===== src/rtl/mips_pkg.sv =====
// Shared MIPS pipeline constants used by the writeback stage and register file.
package mips_pkg;
  localparam int DATA_W = 32;
  localparam int ADDR_W = 5;
  localparam logic [4:0] REG_ZERO = 5'd0;
  localparam logic [4:0] REG_RA = 5'd31;
  localparam logic [31:0] NOP_IR = 32'h0;
endpackage


===== src/rtl/grf_core.sv =====
// General register file: synchronous write and clear, two combinational read
// ports that see a same-cycle write (bypass). Entry 0 is hardwired to zero.
module grf_core #(
  parameter int DATA_W = mips_pkg::DATA_W,
  parameter int ADDR_W = mips_pkg::ADDR_W
) (
  input  logic              clk,
  input  logic              clr,
  input  logic              we,
  input  logic [ADDR_W-1:0] waddr,
  input  logic [DATA_W-1:0] wdata,
  input  logic [ADDR_W-1:0] raddr1,
  input  logic [ADDR_W-1:0] raddr2,
  output logic [DATA_W-1:0] rdata1,
  output logic [DATA_W-1:0] rdata2
);
  import mips_pkg::*;

  localparam int N_REGS = 1 << ADDR_W;

  logic [DATA_W-1:0] regs [N_REGS];
  logic              wr_ok;

  assign wr_ok = we && (waddr != '0);

  always_ff @(posedge clk) begin
    if (clr) begin
      for (int i = 0; i < N_REGS; i++) begin
        regs[i] <= '0;
      end
    end else if (wr_ok) begin
      regs[waddr] <= wdata;
    end
  end

  // Zero check comes first so entry 0 reads 0 regardless of what is on the write port.
  always_comb begin
    rdata1 = regs[raddr1];
    if (raddr1 == '0) begin
      rdata1 = '0;
    end else if (wr_ok && (raddr1 == waddr)) begin
      rdata1 = wdata;
    end
  end

  always_comb begin
    rdata2 = regs[raddr2];
    if (raddr2 == '0) begin
      rdata2 = '0;
    end else if (wr_ok && (raddr2 == waddr)) begin
      rdata2 = wdata;
    end
  end
endmodule


===== src/rtl/wb_grf.sv =====
// W-stage writeback: destination/data mux, register file, forwarding outputs and
// retired-instruction counter. Define GRF_WRITE_LOG_EN for a per-write simulation log.
module wb_grf #(
  parameter int DATA_W = mips_pkg::DATA_W,
  parameter int ADDR_W = mips_pkg::ADDR_W,
  parameter int CNT_W  = 32
) (
  input  logic              clk,
  input  logic              clr,
  input  logic [31:0]       IR_W,
  input  logic [31:0]       PC4_W,
  input  logic [DATA_W-1:0] AO_W,
  input  logic [DATA_W-1:0] DM_W,
  input  logic              lw_W,
  input  logic              r_t_W,
  input  logic              grf_we_W,
  input  logic [ADDR_W-1:0] grf_rt_W,
  input  logic [ADDR_W-1:0] grf_rd_W,
  input  logic [ADDR_W-1:0] A1_D,
  input  logic [ADDR_W-1:0] A2_D,
  output logic [DATA_W-1:0] RD1_D,
  output logic [DATA_W-1:0] RD2_D,
  output logic              wb_we,
  output logic [ADDR_W-1:0] wb_addr,
  output logic [DATA_W-1:0] wb_data,
  output logic [CNT_W-1:0]  retire_cnt
);
  import mips_pkg::*;

  logic [ADDR_W-1:0] dst;
  logic [DATA_W-1:0] wd;

  assign dst     = r_t_W ? grf_rt_W : grf_rd_W;
  assign wd      = lw_W ? DM_W : AO_W;
  assign wb_we   = grf_we_W && (dst != '0);
  assign wb_addr = wb_we ? dst : '0;
  assign wb_data = wb_we ? wd : '0;

  grf_core #(
    .DATA_W (DATA_W),
    .ADDR_W (ADDR_W)
  ) u_grf_core (
    .clk    (clk),
    .clr    (clr),
    .we     (wb_we),
    .waddr  (dst),
    .wdata  (wd),
    .raddr1 (A1_D),
    .raddr2 (A2_D),
    .rdata1 (RD1_D),
    .rdata2 (RD2_D)
  );

  always_ff @(posedge clk) begin
    if (clr) begin
      retire_cnt <= '0;
    end else if (IR_W != NOP_IR) begin
      retire_cnt <= retire_cnt + CNT_W'(1);
    end
  end

`ifdef GRF_WRITE_LOG_EN
  always_ff @(posedge clk) begin
    if (!clr && wb_we) begin
      $display("%0t@%08h: $%2d <= %08h", $time, PC4_W - 32'd4, dst, wd);
    end
  end
`else
  logic unused_pc4;
  assign unused_pc4 = ^PC4_W;
`endif
endmodule

===== config.mk =====
export PLATFORM = sky130hd
export DESIGN_NAME = wb_grf
export DESIGN_NICKNAME = d
export VERILOG_FILES = /design/src/rtl/mips_pkg.sv /design/src/rtl/grf_core.sv /design/src/rtl/wb_grf.sv
export SDC_FILE = /design/constraint.sdc
export NUM_CORES = 2
export LEC_CHECK = 0
export CAP_MARGIN = 20
export CORE_ASPECT_RATIO = 0.8
export CORE_MARGIN = 3
export CORE_UTILIZATION = 50
export CTS_BUF_LIST = sky130_fd_sc_hd__clkbuf_4
export DETAILED_ROUTE_END_ITERATION = 7
export PLACE_DENSITY = 0.68
export SYNTH_ARGS = -nofsm -noshare
export SYNTH_HDL_FRONTEND = slang
export SYNTH_SLANG_ARGS = --single-unit

===== constraint.sdc =====
create_clock -name clk -period 3.4 [get_ports clk]
set_input_delay 0.34 -clock clk [delete_from_list [all_inputs] [get_ports clk]]
set_output_delay 0.34 -clock clk [all_outputs]
set_load 0.01 [all_outputs]

==> results_dict.tcl <==
set metrics [dict create \
    status "finished with violations" \
    failed_checks "negative setup slack" \
    antenna_found_initial 5 \
    antenna_left 0 \
    fill_cells 8110 \
    synth_area_per_cell_sq_um 13.6 \
    worstPathMaxFanout 2 \
    holdWs_ns 0.0726 \
    finalCritPeriodShare 1.02 \
    maxSlewViolCount 0 \
    synth_cell_types 59 \
    required_ns 3.06 \
    synth_largest_area_cell "edfxtp_1" \
    dpl.hpwl_microns 131000 \
    skew_ns 0.0438 \
    power_density_nw_per_um2 474 \
    yosysWarnings 0 \
    netlist_instances 4026 \
    dpl_worst_slack_ns -0.469 \
    synth_edf_count 1024 \
    ys_ff_latch 1056 \
    cts.sinks 1056 \
    hold_viol 0 \
    slowest_stage "mux4_2" \
    synth_area_leaders "edfxtp_1 56%, mux4_2 18%, nor2_1 7.6%, mux2i_1 3.0%, clkbuf_1 2.1%" \
    max_stage_delay_ns 0.49 \
    fin_crit_ns 3.48 \
    grt_pass1_wl_microns 286000 \
    clk_pin_slew_worst_paths_ns 0.07 \
    ir_drop_uv 388 \
    crit_path_end_kind "output port" \
    worst_pin_slew_ns 0.884 \
    initial_core_util 0.508 \
    grt_overflow 0 \
    first_pass_iters 7 \
    wl_per_cell_microns 32.6 \
    htree_num_levels 5 \
    yosys_most_used_dff "edfxtp_1" \
    p_leak_nw 23.7 \
    netlist_area_sq_um 54600 \
    core_sq_um 107000 \
    drive_gt1_frac 0.372 \
    drc 0 \
    fp.dieH_microns 302 \
    via_per_inst 6.86 \
    rsz0062_at_grt "true" \
    place_congestion 0.941 \
    drtIter0Drc 6836 \
    yosysMostFrequentCell "nor2_1" \
    port_buffers 254 \
    synthArstFlopShare 0 \
    yosysSeqAreaShare 0.575 \
    rows 107 \
    wl_microns 202000 \
    cp_top_family "compound AO/OA/AOI/OAI gates" \
    cts-buffers-inserted 286 \
    io_pins 287 \
    areaGrowthSynthToFinish_pct 22.7 \
    cts_buffer_depth 4 \
    finalWorstSetupSlack_ns -0.0799 \
    relSlewSlack 0.398 \
    cts_tree "yes" \
    clock_latency_ns 1.23 \
    finalPower_w 0.0317 \
    arrival_ns 3.14 \
    crit_path_cell_trace "mux4_2 > a22oi_2 > a21boi_2 > a211oi_4 > a211oi_2 > buf_2" \
    hold_path_class "primary input to flip-flop" \
    first_global_vias 41878 \
    grt_max_degree 40 \
    crit_type "flip-flop to output port" \
    netlist.area_leader.share 0.563 \
    die-area_sq_um 113000 \
    dr_total_vias 42518 \
    max_freq_mhz 287 \
    fin_nets 4750 \
    fp.dieW_microns 375 \
    synthTopCellsByCount "1,108 x nor2_1, 1,024 x edfxtp_1, 444 x mux4_2, 310 x clkbuf_1, 166 x mux2i_1" \
    maxCapViolations 0 \
    cts_root_buffer "clkbuf_4" \
    grtUsageTotal 0.355 \
    startpoint_type "flip-flop" \
    worst-path-buf-inv 1 \
    finalSetupViolCount 6 \
]
-- state kept, by name, summed over array words and instances (netlist names) --
register and count:
retire_cnt 32, u_grf_core.regs 1024
-- where the power goes --
group          internal [W]  leakage (nW)  switching [W]
registers            0.0150          10.0       0.000370
clock network       0.00559          1.99        0.00535
logic               0.00231          11.7        0.00311
-- layout by cell type (no fill, tap or decap), types with 60 or more instances in the layout --
master / instances
clkdlybuf4s50_1: 180
buf_4: 317
mux4_2: 444
mux2i_1: 134
buf_12: 99
a21oi_1: 60
nor2_1: 1103
clkbuf_4: 399
a22oi_2: 90
edfxtp_1: 1024
-- repair_timing --
item / CTS / global route
resized for setup: 509 / 77
endpoints found under the hold margin: 227 / 0
pin swaps: 173 / 89
hold buffers: 14 / 0
setup buffers: 9 / 5
setup endpoints to repair: 64 / 69
-- tightest hold or removal path: stages --
cell and delay (ns):
clkdlybuf4s50_1 0.51, mux2i_4 0.19, nor2_1 0.13
-- cell families after synthesis --
group	count (synthesis)	synth area share
xor+xnor	18	0.00289
other cells	1	0.0000687
flops	1056	0.575
fa+ha+maj	1	0.000229
mux	622	0.217
simple gates	1380	0.104
buf+inv	438	0.0345
compound gates	510	0.0662
-- through the flow --
stage               cells  utilization  TNS (ns)  instance area [sq um]
finish               6195        0.624    -0.293                  67000
global route         6190        0.624     -1.51                  67000
CTS                  6189        0.621    -0.728                  66700
detailed placement   5731        0.580     -8.26                  62300
global placement     5731        0.580     -7.23                  62300
floorplan            4057            -         0                  54700
-- final cells by class --
cell class,instances,area (sq um),share of cell area
Clock inverter,61,314,0.00469
Inverter,9,33.8,0.000504
Multi-Input combinational cell,2563,23700,0.354
Clock buffer,399,3000,0.0447
Sequential cell,1056,31400,0.469
Tap cell,1417,1770,0.0265
Timing Repair Buffer,680,6750,0.101
Antenna cell,10,25.0,0.000374
-- path summary, 6_finish.rpt --
kind	from	end	slack, ns	depth (start not counted)
max	u_grf_core.regs[30][11]$_SDFFCE_PN0P_	RD1_D[11]	-0.08	6
max reg2reg	retire_cnt[12]$_SDFFE_PP0P_	retire_cnt[31]$_SDFFE_PP0P_	1.10	6
min	DM_W[10]	u_grf_core.regs[1][10]$_SDFFCE_PN0P_	0.07	3
min reg2reg	retire_cnt[31]$_SDFFE_PP0P_	retire_cnt[31]$_SDFFE_PP0P_	0.48	2
-- layer usage --
metal	track usage	part of all wire
met1	0.475	0.35
met2	0.511	0.43
met3	0.130	0.16
met4	0.181	0.055
met5	0	0.00052
(Power assumes the default switching activity.)
